## src/rtl/mem_access_sequencer.sv

```systemverilog
// rtl/mem_access_sequencer.sv - multi-cycle load/store sequencer with sub-word read-modify-write
// Optional: define UNSIGNED_LOAD_EN to add LBU/LHU zero-extending loads.
module mem_access_sequencer #(
  parameter int ADDR_WIDTH = 32,
  parameter int TIMEOUT    = 16,
  parameter int CNT_W      = 5
) (
  input  logic                  Clk,
  input  logic                  Rst,
  input  logic                  Start,
  input  logic [5:0]            OpCode,
  input  logic [ADDR_WIDTH-1:0] Addr,
  input  logic [31:0]           WriteData,
  output logic [31:0]           ReadData,
  output logic                  Stall,
  output logic                  Done,
  output logic                  AddrErr,
  output logic                  BusErr,
  output logic [ADDR_WIDTH-1:0] MemAddr,
  output logic [31:0]           MemWData,
  output logic                  MemWE,
  output logic                  MemRE,
  input  logic [31:0]           MemRData,
  input  logic                  MemReady
);
  localparam logic [5:0] OP_LW  = 6'b100011;
  localparam logic [5:0] OP_LH  = 6'b100001;
  localparam logic [5:0] OP_LB  = 6'b100000;
  localparam logic [5:0] OP_SW  = 6'b101011;
  localparam logic [5:0] OP_SH  = 6'b101001;
  localparam logic [5:0] OP_SB  = 6'b101000;
  localparam logic [5:0] OP_LBU = 6'b100100;
  localparam logic [5:0] OP_LHU = 6'b100101;

  typedef enum logic [1:0] {IDLE, READ, WRITE, DONE} state_t;
  state_t state, state_d;

  logic [5:0]       op_q;
  logic [1:0]       lane_q;
  logic [15:0]      wdata_q;
  logic [CNT_W-1:0] wdog;
  logic             supported, misaligned, accept, timeout, load_done, rmw_go, bus_fail;
  logic [4:0]       bsh, hsh;
  logic [7:0]       byte_v;
  logic [15:0]      half_v;
  logic [31:0]      load_val, merge_val;

  always_comb begin
    supported  = 1'b0;
    misaligned = 1'b0;
    case (OpCode)
      OP_LW, OP_SW: begin supported = 1'b1; misaligned = |Addr[1:0]; end
      OP_LH, OP_SH: begin supported = 1'b1; misaligned = Addr[0];    end
      OP_LB, OP_SB: supported = 1'b1;
`ifdef UNSIGNED_LOAD_EN
      OP_LHU:       begin supported = 1'b1; misaligned = Addr[0];    end
      OP_LBU:       supported = 1'b1;
`endif
      default: ;
    endcase
  end

  // Lane extraction for loads and lane merge for sub-word stores, both from the word just read
  always_comb begin
    bsh    = {lane_q, 3'b000};
    hsh    = {lane_q[1], 4'b0000};
    byte_v = 8'(MemRData >> bsh);
    half_v = 16'(MemRData >> hsh);
    case (op_q)
      OP_LH:   load_val = {{16{half_v[15]}}, half_v};
      OP_LB:   load_val = {{24{byte_v[7]}}, byte_v};
`ifdef UNSIGNED_LOAD_EN
      OP_LHU:  load_val = {16'h0000, half_v};
      OP_LBU:  load_val = {24'h000000, byte_v};
`endif
      default: load_val = MemRData;
    endcase
    if (op_q == OP_SB)
      merge_val = (MemRData & ~(32'h0000_00FF << bsh)) | ({24'h0, wdata_q[7:0]} << bsh);
    else
      merge_val = (MemRData & ~(32'h0000_FFFF << hsh)) | ({16'h0, wdata_q} << hsh);
  end

  always_comb begin
    state_d   = state;
    Stall     = 1'b0;
    Done      = 1'b0;
    MemRE     = 1'b0;
    MemWE     = 1'b0;
    accept    = 1'b0;
    load_done = 1'b0;
    rmw_go    = 1'b0;
    bus_fail  = 1'b0;
    timeout   = (wdog == CNT_W'(TIMEOUT - 1));
    case (state)
      IDLE: begin
        if (Start && supported) begin
          Stall  = 1'b1;
          accept = 1'b1;
          if (misaligned)          state_d = DONE;
          else if (OpCode == OP_SW) state_d = WRITE;
          else                     state_d = READ;
        end
      end
      READ: begin
        Stall = 1'b1;
        MemRE = 1'b1;
        if (MemReady) begin
          if (op_q == OP_SB || op_q == OP_SH) begin
            rmw_go  = 1'b1;
            state_d = WRITE;
          end else begin
            load_done = 1'b1;
            state_d   = DONE;
          end
        end else if (timeout) begin
          bus_fail = 1'b1;
          state_d  = DONE;
        end
      end
      WRITE: begin
        Stall = 1'b1;
        MemWE = 1'b1;
        if (MemReady) state_d = DONE;
        else if (timeout) begin
          bus_fail = 1'b1;
          state_d  = DONE;
        end
      end
      DONE: begin
        Done    = 1'b1;
        state_d = IDLE;
      end
      default: state_d = IDLE;
    endcase
  end

  always_ff @(posedge Clk or negedge Rst) begin
    if (!Rst) state <= IDLE;
    else      state <= state_d;
  end

  always_ff @(posedge Clk or negedge Rst) begin
    if (!Rst) begin
      op_q     <= '0;
      lane_q   <= '0;
      wdata_q  <= '0;
      wdog     <= '0;
      ReadData <= '0;
      AddrErr  <= 1'b0;
      BusErr   <= 1'b0;
      MemAddr  <= '0;
      MemWData <= '0;
    end else begin
      if (accept) begin
        op_q    <= OpCode;
        lane_q  <= Addr[1:0];
        wdata_q <= WriteData[15:0];
        MemAddr <= {Addr[ADDR_WIDTH-1:2], 2'b00};
        AddrErr <= misaligned;
        BusErr  <= 1'b0;
        if (OpCode == OP_SW) MemWData <= WriteData;
      end
      if (rmw_go)    MemWData <= merge_val;
      if (load_done) ReadData <= load_val;
      if (bus_fail)  BusErr   <= 1'b1;
      // Watchdog restarts for every memory phase, including the write half of an RMW
      if (state_d != state && (state_d == READ || state_d == WRITE))
        wdog <= '0;
      else if ((state == READ || state == WRITE) && !MemReady)
        wdog <= wdog + CNT_W'(1);
    end
  end
endmodule

```

## config.mk

```make
export PLATFORM = sky130hd
export DESIGN_NAME = mem_access_sequencer
export DESIGN_NICKNAME = d
export VERILOG_FILES = /design/src/rtl/mem_access_sequencer.sv
export SDC_FILE = /design/constraint.sdc
export NUM_CORES = 1
export LEC_CHECK = 0
export CELL_PAD_IN_SITES_DETAIL_PLACEMENT = 1
export CELL_PAD_IN_SITES_GLOBAL_PLACEMENT = 1
export CORE_MARGIN = 3
export CORE_UTILIZATION = 35
export DETAILED_ROUTE_END_ITERATION = 12
export PLACE_DENSITY_LB_ADDON = 0.1
export SYNTH_ARGS = -nofsm -noshare
export SYNTH_HDL_FRONTEND = slang
export SYNTH_SLANG_ARGS = --single-unit
```

## constraint.sdc

```tcl
create_clock -name Clk -period 2.9 [get_ports Clk]
set_clock_uncertainty 0.15 [all_clocks]
set_input_delay 0.58 -clock Clk [delete_from_list [all_inputs] [get_ports Clk]]
set_output_delay 0.58 -clock Clk [all_outputs]
set_load 0.005 [all_outputs]
```

# Word-level counts from Yosys, hierarchy flattened
# Cells that the tools add are included.
totals:
  ff_bits: 127
  input_bits: 106
  output_inout_bits: 102
  word_cells: 92
op_classes:
  add_sub_neg: 1
  eq_ne: 17
  shift: 6
  mux: 34
  bitwise: 6
  n_reduce_logical: 18
op_table:
  columns: ["op", "n"]
  rows:
  - ["two-way mux 32 bit", 4]
  - ["AND 32 bit", 2]
  - ["inverter 32 bit", 2]
  - ["OR 32 bit", 2]
  - ["case mux 32 bit (2 select lines)", 1]
  - ["equality test 6 bit, second input constant", 10]
  - ["<< shifter 16 x 5 -> 32 bit", 1]
  - ["<< shifter 16 x 5 -> 32 bit, first input constant", 1]
  - ["<< shifter 8 x 5 -> 32 bit", 1]
  - ["<< shifter 8 x 5 -> 32 bit, first input constant", 1]
  - ["right shift 32 x 5 -> 16 bit", 1]
  - ["right shift 32 x 5 -> 8 bit", 1]
  - ["two-way mux 1 bit", 18]
  - ["two-way mux 2 bit", 6]
  - ["two-way mux 5 bit", 2]
  - ["case mux 2 bit (4 select lines)", 1]
  - ["nonzero test 2 bit", 4]
  - ["OR reduction 2 bit", 4]
  - ["equality test 2 bit, second input constant", 3]
  - ["OR reduction 6 bit", 1]
  - ["adder 5 x 1 -> 5 bit, second input constant", 1]
  - ["equality test 5 x 4 -> 1 bit, second input constant", 1]
  - ["equality test 2 x 1 -> 1 bit, second input constant", 2]
  - ["case mux 1 bit (2 select lines)", 2]
  - ["other kinds (6)", 10]

# Logic depth before layout (Yosys ltp)
# Gate-level depths: netlist of the first run.
logic_depth:
  word_depth: 10
  ltp_mapped: 9
  mapped_depth_nobuf: 8

# Worst setup path after synthesis of the first run
# OpenSTA, ideal clock, no wires.
synth_timing:
  path_kind: "input to output"
  start: "input OpCode[2]"
  end: "output Stall"
  arrival_ns: 1.585
  t_required_ns: 2.170
  path_slack_ns: 0.585
  path_stages: 5
  path_buffers: 2
  cell_sequence: "nor3b_2 -> nand4_2 -> buf_2 -> clkbuf_1 -> a21oi_1"
synth_between:
  elab_chain_cells: 6
  elab_cells_between_ends: 11
  cone_classes: "6 x eq/ne; 3 x mux; 2 x reduce/logical"
synth_rtl:
  columns: ["element", "line_no", "rtl"]
  rows:
  - ["from (decl)", "11", "input logic [5:0] OpCode,"]
  - ["equality test 6 bit", "51", "case (OpCode)"]
  - ["OR reduction 6 bit (no source line) (*)", null, null]
  - ["two-way mux 1 bit (*)", "51", null]
  - ["logical AND 1 bit (*)", "97", "if (Start && supported) begin"]
  - ["two-way mux 1 bit (*)", "97", null]
  - ["case mux 1 bit (2 select lines) (*)", "95", "case (state)"]
  - ["to (decl)", "15", "output logic Stall,"]
# Every way passes the cells marked *; elsewhere a longest branch is shown, timed or not.

# Worst setup path after layout of the first run
# Ends and elaborated chain as after synthesis.

==> metrics.md, run 1 <==
| Metric | Value |
|---|---|
| Peak VDD IR | 0.4866 mV |
| Clk slew on worst S/H paths | 60 ps |
| Flops & latches, synth | 127 |
| Placed cells | 1019 |
| Layout cells sized above 1 | 0.1882 |
| Placement Setup Slack | -22.93 ps |
| DR vias/cell | 5.349 |
| Area of the core | 17420 um^2 |
| Hold crit path type | in -> async |
| Cells after synthesis | 599 |
| Max Slew Vio Count | 0 |
| Most frequent cells in the layout | clkdlybuf4s50_1 (204), dfrtp_1 (127), mux2_2 (77) |
| GR Util All Layers | 0.2273 |
| Initial DRC count | 259 |
| Total CTS buffers | 17 |
| Largest family of logic cells by synthesized area | multiplexers |
| Post-synthesis mux area share | 0.1887 |
| Final Non-Filler Cells | 1054 |
| Hold WS | -0.02642 ps |
| Initial antenna violation count | 0 |
| Initial Utilization | 0.3612 |
| Tcrit/Tclk final | 0.9720 |
| Yosys warnings | 0 |
| Vias in the first global route | 6240 |
| Final ANT Viol Nets | 0 |
| DR pass1 iterations | 4 |
| Slew HR | 0.5769 |
| Endpoints failing hold | 1 |
| Max Root-Sink Buffers | 2 |
| Clock Latency Late Sink | 420 ps |
| Ant diodes | 0 |
| Worst path slowest cell | clkdlybuf4s50_1 |
| Largest net degree at the start of global routing | 63 |
| Synth Area in Adders | 0.01392 |
| CTS tree | built |
| Crit path capture type | primary output |
| Minimum clock period after layout | 2819 ps |
| CP required | 2170 ps |
| Htree depth | 4 |
| Layout Nets | 929 |
| Max-cap violation count | 0 |
| Most common cell after layout, fill and taps aside | clkdlybuf4s50_1 |
| Power Density | 996.4 nW/um^2 |
| Synth Area in Simple Gates | 0.1297 |
| DR DRC count | 0 |
| Synth unique cells | 46 |
| Worst setup SP type | input port |
| Root buf cell | clkbuf_16 |
| Run status | complete, but fails checks |
| CP dominant cell by count | clkdlybuf4s50_1 |
| CP cell instances | clkdlybuf4s50_1, nor3b_4, nand4_4, a21oi_2, clkdlybuf4s50_1 |
| Total power | 0.009357 W |
| Setup-failing EPs final | 0 |
| Sequential area share after synthesis | 0.5052 |
| First-pass GRT wire length | 35.22 mm |
| Synth Area in Compound Gates | 0.1257 |
| Via count | 5638 |
| Max incr delay on CP | 510 ps |
| Slew @ Worst Pin | 618.6 ps |
| Routed WL per cell | 20.89 um |
| FMAX | 354.8 MHz |
| Hold buffers post-CTS | 0 |
| Num rows | 48 |
| Worst-path maximum fanout | 2 |
| Hpwl dp | 16.27 mm |
| Die area | 19620 um^2 |
| Synth Area in XOR/XNOR | 0.004177 |
| Worst path arrival time | 2090 ps |
| Die H | 140.1 um |
| Syn Area/Cell | 10.50 um^2 |
| PortBufs | 205 |
| Congestion Overflow GR | 0 |
| Die X | 140.1 um |
| CTS Sinks | 127 |
| I/O pin count | 208 |
| Final WL | 22.02 mm |
| Final setup margin | 81.20 ps |
| Leakage power | 4.083 nW |
| Failing checks | negative hold slack |
| Syn-to-layout area delta | 49.26% |
| CP Class | in -> out |
| Mapped Area | 6291 um^2 |
| RePlAce Congestion | 0.8268 |
## timing repair
action,4_1_cts,5_1_grt
setup endpoints to repair,1,1
gates resized for setup,0,2
pin swaps,2,1
gates cloned,0,0
buffers inserted,2,1
## state kept, by name, indices dropped and copies added (netlist names)
signal    cells
AddrErr       1
BusErr        1
MemAddr      30
MemWData     32
ReadData     32
lane_q        2
op_q          6
state         2
wdata_q      16
wdog          5
## report_power, final
group | internal, W | total (W) | switching, W | leakage [nW]
sequential | 0.00251 | 0.00310 | 0.000580 | 1.61
clock | 0.00155 | 0.00237 | 0.000822 | 0.310
combinational | 0.00223 | 0.00389 | 0.00166 | 2.16
total | 0.00629 | 0.00936 | 0.00306 | 4.08
## per-stage QoR
step                      hold slack, ps  utilization  setup TNS (ps)  area [um^2]
after floorplan                    134.4            -               0         6295
after global placement             300.1       0.4999               0         8706
after detailed placement           334.5       0.4999          -22.93         8706
after CTS                          16.18       0.5381               0         9373
after global routing               30.84       0.5392          -13.31         9390
final                           -0.02642       0.5392               0         9390
## path summary, 6_finish.rpt
| check | slack [ps] | cells after the start | from | to |
|---|---|---|---|---|
| max in group asynchronous | 1890 | 2 | Rst | lane_q[0]$_DFFE_PN0P_ |
| hold reg to reg | 340 | 1 | op_q[5]$_DFFE_PN0P_ | op_q[5]$_DFFE_PN0P_ |
| min in group Clk | 340 | 1 | op_q[5]$_DFFE_PN0P_ | op_q[5]$_DFFE_PN0P_ |
| setup / recovery | 80 | 5 | OpCode[2] | Stall |
| setup reg to reg | 430 | 5 | op_q[0]$_DFFE_PN0P_ | MemWData[8]$_DFFE_PN0P_ |
| hold / removal | -0.03 | 1 | Rst | ReadData[21]$_DFFE_PN0P_ |
## logic make-up after synthesis
kind of cell,Yosys count
AND/OR/NAND/NOR,185
AO/OA/AOI/OAI,131
flip-flops,127
multiplexers,99
buffers and inverters,46
adder cells (fa/ha/maj),7
XOR/XNOR,3
other,1
## critical path: cells and delay by family
family	cells	cell delay, ps
AO/OA/AOI/OAI	1	150
buffers and inverters	2	970
AND/OR/NAND/NOR	2	390
## area by class of cell
cell class	instances	area [um^2]
fillers	1871	8026
clock buffers	19	442.9
inverters	6	22.52
clock inverters	13	209.0
well taps	225	281.5
repair buffers	237	2318
multi-input cells	427	2938
flip-flops and latches	127	3178
## cell usage after synthesis, drive strengths merged
library cell / number / area (um^2)
dfrtp: 127 / 3178
mux2: 77 / 867.1
nand2: 75 / 281.5
nor2: 72 / 272.8
a21oi: 55 / 275.3
clkbuf: 22 / 82.58
o21ai: 22 / 110.1
a31oi: 18 / 112.6
buf: 18 / 96.33
mux2i: 14 / 140.1
o22ai: 13 / 81.33
mux4: 8 / 180.2
and3: 7 / 43.79
ha: 7 / 87.58
nor3: 7 / 35.03
a2111oi: 6 / 52.55
inv: 6 / 22.52
nand2b: 6 / 37.54
a311o: 5 / 50.05
nand3: 4 / 20.02
nand4: 3 / 25.02
nor2b: 3 / 18.77
o221ai: 3 / 26.28
and2: 2 / 12.51
o21a: 2 / 15.01
xor2: 2 / 17.52
a211oi: 1 / 7.510
a221o: 1 / 10.01
a22o: 1 / 8.760
a32o: 1 / 10.01
and3b: 1 / 8.760
and4: 1 / 8.760
conb: 1 / 3.750
nand4b: 1 / 8.760
nor3b: 1 / 12.51
nor4b: 1 / 23.77
o211ai: 1 / 7.510
o31ai: 1 / 7.510
o32ai: 1 / 16.27
or2: 1 / 6.260
xnor2: 1 / 8.760
## per-layer routing
layer / part of all wire / GRT usage / vias to the layer above
met5: 0 / 0 / -
met4: 0.021 / 0.07037 / 0
met3: 0.084 / 0.07784 / 34
met2: 0.49 / 0.3755 / 202
met1: 0.41 / 0.2821 / 2830
li1: - / - / 2572
Note: power is estimated with default switching activity, not from simulation.
==> run 2, diff against run 1 <==
--- a/config.mk
+++ b/config.mk
@@ -7,6 +7,7 @@
 export LEC_CHECK = 0
 export CELL_PAD_IN_SITES_DETAIL_PLACEMENT = 1
 export CELL_PAD_IN_SITES_GLOBAL_PLACEMENT = 1
+export CORE_ASPECT_RATIO = 0.5
 export CORE_MARGIN = 3
 export CORE_UTILIZATION = 35
 export DETAILED_ROUTE_END_ITERATION = 12
==> run 2 against run 1 <==
Compared with the run above: the flow still finishes with violations (negative hold slack); combinational power is 1% higher; via count is 1.4% lower; sequential cell count stayed put; clock power is 4% lower; hold slack worse by 5.1 ps; critical path depth is 2 lower; sequential power is 2% lower; utilization is 1.2 points higher; die area is 0.49% higher; critical path type is now reg -> out; highest routed layer unchanged.
==> metrics.md, run 2 (same netlist as run 1, synthesis figures left out) <==
| Metric | Value |
|---|---|
| Run status | complete, but fails checks |
| Failing checks | negative hold slack |
| Via count | 5557 |
| Initial DRC count | 271 |
| WP buf/inv | 2 |
| Num rows | 33 |
| Crit path capture type | primary output |
| Htree depth | 4 |
| Max-cap violation count | 0 |
| Worst-path maximum fanout | 6 |
| P_int | 0.006236 W |
| Max Slew Vio Count | 0 |
| Total power | 0.009245 W |
| Setup-failing EPs final | 0 |
| Tcrit/Tclk final | 0.8818 |
| FMAX | 391.0 MHz |
| Ant diodes | 0 |
| CP Class | reg -> out |
| DR vias/cell | 5.277 |
| Final Core Density | 0.5514 |
| R2R setup slack | 480 ps |
| GR Util All Layers | 0.2201 |
| Clk slew on worst S/H paths | 60 ps |
| Most frequent cells in the layout | clkdlybuf4s50_1 (202), dfrtp_1 (127), mux2_2 (77) |
| Area of the core | 16970 um^2 |
| CTS Sinks | 127 |
| Power Density | 988.1 nW/um^2 |
| Final ANT Viol Nets | 0 |
| Peak VDD IR | 0.4169 mV |
| Final WL | 21.55 mm |
| Largest net degree at the start of global routing | 52 |
| Initial antenna violation count | 0 |
| Hold crit path type | in -> async |
| Hold WS | -5.100 ps |
| Root buf cell | clkbuf_16 |
| Layout Nets | 926 |
| CTS tree | built |
| Worst path arrival time | 1830 ps |
| Sequential fraction of design power | 0.329 |
| Top flop regs | MemWData (32), ReadData (32), MemAddr (30) |
| Initial Utilization | 0.3707 |
| Syn-to-layout area delta | 48.73% |
| Logic pwr share | 0.425 |
| Die X | 195.6 um |
| Layout cells sized above 1 | 0.1828 |
| Worst path slowest cell | clkdlybuf4s50_1 |
| RePlAce Congestion | 0.8295 |
| Worst path top cell family by delay | buffers and inverters |
| Setup_tns | 0 ps |
| Minimum clock period after layout | 2557 ps |
| Sw frac | 0.3255 |
| Max incr delay on CP | 540 ps |
| Max Root-Sink Buffers | 2 |
| DR pass1 iterations | 4 |
| Slew @ Worst Pin | 685.7 ps |
| Slew HR | 0.5311 |
| Clock power share | 0.247 |
| Die area | 19720 um^2 |
| CP cell instances | inv_1, ha_1, clkdlybuf4s50_1 |
| Vias in the first global route | 5961 |
| Hpwl dp | 16.12 mm |
| Filler cell count in the final layout | 1870 |
| Leakage power | 4.072 nW |
| Congestion Overflow GR | 0 |
| Total CTS buffers | 17 |
| CP required | 2170 ps |
| Worst setup SP type | flip-flop |
| Routed WL per cell | 20.46 um |
| First-pass GRT wire length | 33.80 mm |
| Clock Latency Late Sink | 410 ps |
| Endpoints failing hold | 3 |
| I/O pin count | 208 |
| DR DRC count | 0 |
| Die H | 100.8 um |
| RSZ-0062 raised after global routing | no |
| PortBufs | 205 |
| Most common cell after layout, fill and taps aside | clkdlybuf4s50_1 |
| P_sw | 0.003010 W |
==> run 2: cell types whose count changed in the layout (fill, tap and decap cells not counted), sizes merged <==
cell / previous run / this run
buf: 33 / 30
bufinv: 5 / 4
clkbuf: 19 / 22
clkdlybuf4s50: 204 / 202
clkinv: 3 / 2
clkinvlp: 3 / 4
dlymetal6s2s: 0 / 2
inv: 8 / 6
==> run 2: power by group through the flow <==
stage / clock [W] / sequential (W) / combinational [W]
floorplan: 0 / 0.00299 / 0.00191
finish: 0.00228 / 0.00304 / 0.00393
detailed placement: 0 / 0.00307 / 0.00393
global placement: 0 / 0.00304 / 0.00384
CTS: 0.00232 / 0.00304 / 0.00397
global route: 0.00242 / 0.00315 / 0.00429
==> run 2: area by class of cell <==
cell class | count | area [um^2] | area share
well taps | 227 | 284.0 | 0.03036
clock buffers | 22 | 464.2 | 0.04961
flip-flops and latches | 127 | 3178 | 0.3397
clock inverters | 10 | 160.2 | 0.01712
inverters | 6 | 22.52 | 0.002407
multi-input cells | 427 | 2938 | 0.3140
repair buffers | 234 | 2310 | 0.2469
==> run 2: worst paths after layout <==
check                                         start                       end  depth (start not counted)
worst max-delay path             state[1]$_DFF_PN0_                     MemRE                          3
worst min-delay path                            Rst    MemAddr[3]$_DFFE_PN0P_                          1
worst max register to register  wdog[0]$_DFFE_PN0P_       wdog[4]$_DFFE_PN0P_                          8
worst min register to register  op_q[5]$_DFFE_PN0P_       op_q[5]$_DFFE_PN0P_                          1
max in group asynchronous                       Rst  MemWData[16]$_DFFE_PN0P_                          2
min in group Clk                op_q[5]$_DFFE_PN0P_       op_q[5]$_DFFE_PN0P_                          1
==> run 2: per-stage QoR <==
stage	setup slack [ps]	cell area, um^2	cells
after floorplan	584.7	6295	600
after global placement	-53.14	8710	1020
after detailed placement	-72.07	8710	1020
after CTS	11.48	9344	1052
after global routing	217.0	9356	1053
final	342.7	9356	1053
==> run 2: timing repair <==
action / 4_1_cts / 5_1_grt
pin swaps: 1 / 2
gates resized for setup: 2 / 2
hold endpoints to repair: 0 / 0
cloned: 0 / 0
setup endpoints to repair: 1 / 1
hold buffers: 0 / 0
setup buffers: 0 / 1
==> run 2: routing by layer <==
layer | part of all wire | vias to the layer above | global-route usage
li1 | - | 2565 | -
met2 | 0.46 | 152 | 0.3592
met4 | 0.0050 | 0 | 0.03558
met1 | 0.47 | 2831 | 0.2990
met3 | 0.066 | 9 | 0.06411
met5 | 0 | - | 0
